File: config.mk
export PLATFORM = sky130hd
export DESIGN_NAME = field_row_collapse
export DESIGN_NICKNAME = d
export VERILOG_FILES = /design/src/rtl/field_row_collapse.sv
export SDC_FILE = /design/constraint.sdc
export NUM_CORES = 2
export LEC_CHECK = 0
export ABC_AREA = 1
export BUFFER_PORTS_ARGS = -buffer_cell sky130_fd_sc_hd__buf_2
export CAP_MARGIN = 25
export CORE_AREA = 2 2 476 478
export CTS_CLUSTER_DIAMETER = 150
export DETAILED_ROUTE_END_ITERATION = 16
export DIE_AREA = 0 0 478 480
export PLACE_DENSITY = 0.42
export SYNTH_ARGS = -nofsm -noshare
export SYNTH_HDL_FRONTEND = slang
export SYNTH_SLANG_ARGS = --single-unit
File: constraint.sdc
create_clock -name clk_i -period 5.2 [get_ports clk_i]
set_input_delay 1.04 -clock clk_i [delete_from_list [all_inputs] [get_ports clk_i]]
set_output_delay 1.04 -clock clk_i [all_outputs]
set_load 0.05 [all_outputs]
File: src/rtl/field_row_collapse.sv
// Line-clear engine: snapshots a field, finds the full rows, optionally flashes them,
// then removes one full row per cycle (bottom-most first) and reports the cleared count.
module field_row_collapse #(
  parameter int ROW_CNT      = 20,
  parameter int COL_CNT      = 10,
  parameter int COLOR_W      = 3,
  parameter int FLASH_CYCLES = 0
) (
  input  logic                                 clk_i,
  input  logic                                 rst_n_i,
  input  logic                                 start_i,
  input  logic [ROW_CNT*COL_CNT*COLOR_W-1:0]   field_i,
  output logic                                 busy_o,
  output logic                                 done_o,
  output logic [ROW_CNT*COL_CNT*COLOR_W-1:0]   field_o,
  output logic [$clog2(ROW_CNT+1)-1:0]         lines_cnt_o,
  output logic [ROW_CNT-1:0]                   flash_rows_o
);

  localparam int ROW_W = COL_CNT * COLOR_W;
  localparam int FW    = ROW_CNT * ROW_W;
  localparam int LCW   = $clog2(ROW_CNT + 1);
  localparam int RIW   = $clog2(ROW_CNT);
  localparam int FCW   = (FLASH_CYCLES > 1) ? $clog2(FLASH_CYCLES) : 1;
  localparam logic [ROW_CNT-1:0] ROW_ONE = {{(ROW_CNT-1){1'b0}}, 1'b1};

  typedef enum logic [2:0] {IDLE, SCAN, FLASH, SHIFT, DONE} state_t;

  state_t             state, state_nxt;
  logic [FW-1:0]      work;
  logic [LCW-1:0]     lines_cnt;
  logic [FCW-1:0]     flash_cnt;
  logic [ROW_CNT-1:0] full_rows;
  logic [LCW-1:0]     row_sum;
  logic [RIW-1:0]     top_full;
  logic               last_full;
  logic [FW-1:0]      collapsed;

  always_comb begin
    full_rows = '0;
    for (int r = 0; r < ROW_CNT; r++) begin
      full_rows[r] = 1'b1;
      for (int c = 0; c < COL_CNT; c++) begin
        if (work[(r*COL_CNT+c)*COLOR_W +: COLOR_W] == '0) full_rows[r] = 1'b0;
      end
    end
  end

  // top_full ends up as the highest-index (bottom-most) full row
  always_comb begin
    row_sum  = '0;
    top_full = '0;
    for (int r = 0; r < ROW_CNT; r++) begin
      row_sum = row_sum + LCW'(full_rows[r]);
      if (full_rows[r]) top_full = RIW'(r);
    end
    last_full = ((full_rows & (full_rows - ROW_ONE)) == '0);
  end

  always_comb begin
    collapsed = work;
    collapsed[ROW_W-1:0] = '0;
    for (int r = 1; r < ROW_CNT; r++) begin
      if (RIW'(r) <= top_full) collapsed[r*ROW_W +: ROW_W] = work[(r-1)*ROW_W +: ROW_W];
    end
  end

  always_ff @(posedge clk_i or negedge rst_n_i) begin
    if (!rst_n_i) state <= IDLE;
    else          state <= state_nxt;
  end

  // SHIFT leaves as the last full row is removed so the collapse costs exactly N cycles
  always_comb begin
    state_nxt = state;
    case (state)
      IDLE:    if (start_i) state_nxt = SCAN;
      SCAN: begin
        if (full_rows == '0)       state_nxt = DONE;
        else if (FLASH_CYCLES > 0) state_nxt = FLASH;
        else                       state_nxt = SHIFT;
      end
      FLASH:   if (flash_cnt == '0) state_nxt = SHIFT;
      SHIFT:   if ((full_rows == '0) || last_full) state_nxt = DONE;
      DONE:    state_nxt = IDLE;
      default: state_nxt = IDLE;
    endcase
  end

  always_ff @(posedge clk_i or negedge rst_n_i) begin
    if (!rst_n_i) begin
      work      <= '0;
      lines_cnt <= '0;
      flash_cnt <= '0;
    end else begin
      case (state)
        IDLE:  if (start_i) work <= field_i;
        SCAN: begin
          lines_cnt <= row_sum;
          if (FLASH_CYCLES > 0) flash_cnt <= FCW'(FLASH_CYCLES - 1);
        end
        FLASH: if (flash_cnt != '0) flash_cnt <= flash_cnt - FCW'(1);
        SHIFT: if (full_rows != '0) work <= collapsed;
        default: ;
      endcase
    end
  end

  assign busy_o       = (state != IDLE);
  assign done_o       = (state == DONE);
  assign field_o      = work;
  assign lines_cnt_o  = lines_cnt;
  assign flash_rows_o = (state == FLASH) ? full_rows : '0;

endmodule
==> metrics <==
status completed; Adder-Cell Fraction of Synth Area 1.256%; IO buf count approximately 1.2k; crit-path max FO 2; first-pass GRT wire length between 300 and 400 mm; Synthesis Warnings 0; Max Fclk 0.2040 GHz; WL met2 113.8 mm; Final period util 94.28%; RSZ-0062 raised after global routing no; vias in the first global route 36.12k; largest net degree at the start of global routing between 150 and 200; Die Wd 478 um; Unique masters post-synth 45; Simple-Gate Fraction of Synth Area 27.05%; main flop type after synthesis dfrtp_1; final design utilization 20.53%; Syn Nets 4962; post-synthesis compound-gate area fraction 15.45%; commonest non-fill, non-tap cell in the layout nand2_1; CP required 5820 ps; initial core utilization 14.40%; CTS root buffer clkbuf_16; Fill cells around 26k; Post-Place Cell Area 0.04301 mm2; clock period minus worst slack 4902 ps; H-tree Lvls 3; DR DRC count 0; mapped cell area 0.03227 mm2; met3 WL 22.36 mm; gr ovfl total 0; Clock Latency Late Sink 720 ps; register area share after synthesis 47.15%; top sig layer met5; clock skew 28.04 ps; initial antenna violation count between 70 and 80; Async SR Flop Fraction 100.0%; die footprint 0.2294 mm2; Worst Setup End Kind flip-flop; tightest hold margin 333.6 ps; starting DRC count in detailed routing 2852; Fin. Hold Viols 0; Cell Rows 174; Final ANT Viol Nets 0; first-pass iteration count of the detailed router 5; Worst Setup Start Kind flip-flop; # hold bufs at CTS 0; Final Cell Area 0.04600 mm2; WL met1 98.55 mm; max cap viols 0; Final HPWL DP a little over 200 mm; Worst Hold Class in -> async; syn avg cell area approximately 7.4 um2; total wire length 240.9 mm; setup bufs post-CTS 0; Slew Limit Fails 0; Final Setup Violations 0; data arrival time of the critical path 5520 ps; GRT Total Usage 20.18%; XOR/XNOR Fraction of Synth Area 0.05428%; GPL Wtd Cong 0.9457; clock-pin transition on the worst setup and hold timing paths 60 ps; Worst slew margin 35.52%; Post-synth EDFFs 0; number of buffers created by CTS 86; drt wl/cell 27.68 um; core footprint 0.2240 mm2; largest family of logic cells by synthesized area simple AND/OR/NAND/NOR gates; Cells after Synth 4335; layout cells sized above 1 29.82%; most frequent cells in the layout 1417 x nand2_1, 1229 x buf_2, 608 x dfrtp_1, 513 x o21ai_0, 434 x inv_1; Worst-Margin Slew between 900 and 1000 ps; fin nets 6247; maximum buffer depth of the clock tree 3; area grow syn2layout 42.55%; Fin Setup TNS 0 ps; Die Ht 480 um; routed via count 36.07k; clock sink count slightly above 600; mux contribution to synthesized area 0%; IO Count 1230; CTS tree built; Via density 4.145; Crit Path Category reg -> reg; FF+latch count, synth 608
==> sequential cells by signal (all words and copies together) (netlist names) <==
name         cells
field_o        600
lines_cnt_o      5
state            3
==> cell usage after synthesis (2+ instances only) <==
cell | number | area share (%)
nand2_1 | 1420 | 17
dfrtp_1 | 608 | 47
o21ai_0 | 514 | 8.0
inv_1 | 437 | 5.1
nand3_1 | 277 | 4.3
nor2_1 | 177 | 2.1
clkbuf_1 | 158 | 1.8
nor3_1 | 155 | 2.4
o211ai_1 | 126 | 2.9
o21ai_1 | 102 | 1.6
buf_2 | 73 | 1.1
o31ai_1 | 69 | 1.6
or2_2 | 27 | 0.52
buf_4 | 22 | 0.51
o21a_1 | 21 | 0.49
nor4_1 | 19 | 0.37
fa_1 | 14 | 0.87
buf_1 | 11 | 0.13
inv_2 | 11 | 0.13
nand2_2 | 11 | 0.21
a21oi_1 | 10 | 0.16
ha_1 | 10 | 0.39
o21ai_2 | 10 | 0.27
a31oi_1 | 7 | 0.14
nor3b_1 | 7 | 0.16
clkbuf_2 | 5 | 0.078
nand4_1 | 5 | 0.097
buf_6 | 4 | 0.14
and2_1 | 3 | 0.058
nand2_4 | 3 | 0.10
nor2_4 | 3 | 0.10
nor3_2 | 2 | 0.062
o221ai_1 | 2 | 0.054
==> metal layers <==
layer,track usage (%),vias up
li1,-,16710
met1,24.53,17650
met2,33.73,1429
met3,7.294,246
met4,4.877,30
met5,0,-
==> metrics by stage <==
stage,setup WS [ps],std cells
2_1_floorplan,321.7,4335
3_3_place_gp,-46.66,8522
3_5_place_dp,-68.06,8523
4_1_cts,16.28,8675
5_1_grt,3.183,8684
6_report,297.5,8702
==> worst max-delay path, stage by stage, from the launching register on <==
cell and delay [ps]:
dfrtp_1 380, nor3_2 200, buf_4 150, nor3_1 60
nor3b_2 160, and2_4 160, fa_2 650, inv_2 50
fa_1 580, fa_1 440, fa_1 500, fa_1 540
inv_1 40, ha_1 200, inv_1 90, fa_2 440
o21ai_0 160
==> what timing repair did <==
item | 4_1_cts | 5_1_grt
endpoints found under the setup margin | 2 | 4
gates resized for setup | 2 | 14
pin swaps | 0 | 6
==> kinds of logic (layout without fill, tap and decap cells) <==
logic type               count (synthesis)  after routing
XOR/XNOR                                 2              2
AO/OA/AOI/OAI                          869            869
flip-flops                             608            608
other                                    0             26
adder cells (fa/ha/maj)                 24             24
AND/OR/NAND/NOR                       2111           2111
buffers and inverters                  721           2070
==> final timing paths <==
kind	from	endpoint	slack, ps	cells after the start
worst max-delay path	field_o[27]$_DFFE_PN0P_	lines_cnt_o[1]$_DFFE_PN0P_	300	16
worst min-delay path	rst_n_i	field_o[500]$_DFFE_PN0P_	330	1
worst max register to register	field_o[27]$_DFFE_PN0P_	lines_cnt_o[1]$_DFFE_PN0P_	300	16
worst min register to register	field_o[272]$_DFFE_PN0P_	field_o[272]$_DFFE_PN0P_	490	2
max in group asynchronous	rst_n_i	field_o[237]$_DFFE_PN0P_	3530	2
min in group clk_i	field_o[272]$_DFFE_PN0P_	field_o[272]$_DFFE_PN0P_	490	2
==> cell type report <==
cell class	count	area [um2]	share of cell area, %
repair buffers	1470	8193	17.81
well taps	2992	3744	8.138
clock inverters	30	380.4	0.8269
multi-input cells	3006	14240	30.97
inverters	448	1689	3.672
flip-flops and latches	608	15210	33.08
diodes	26	65.06	0.1414
clock buffers	122	2469	5.367
Power is left out: the tool's default activity adds up to more than one toggle a clock period on the data nets, which glitch-free logic cannot reach.
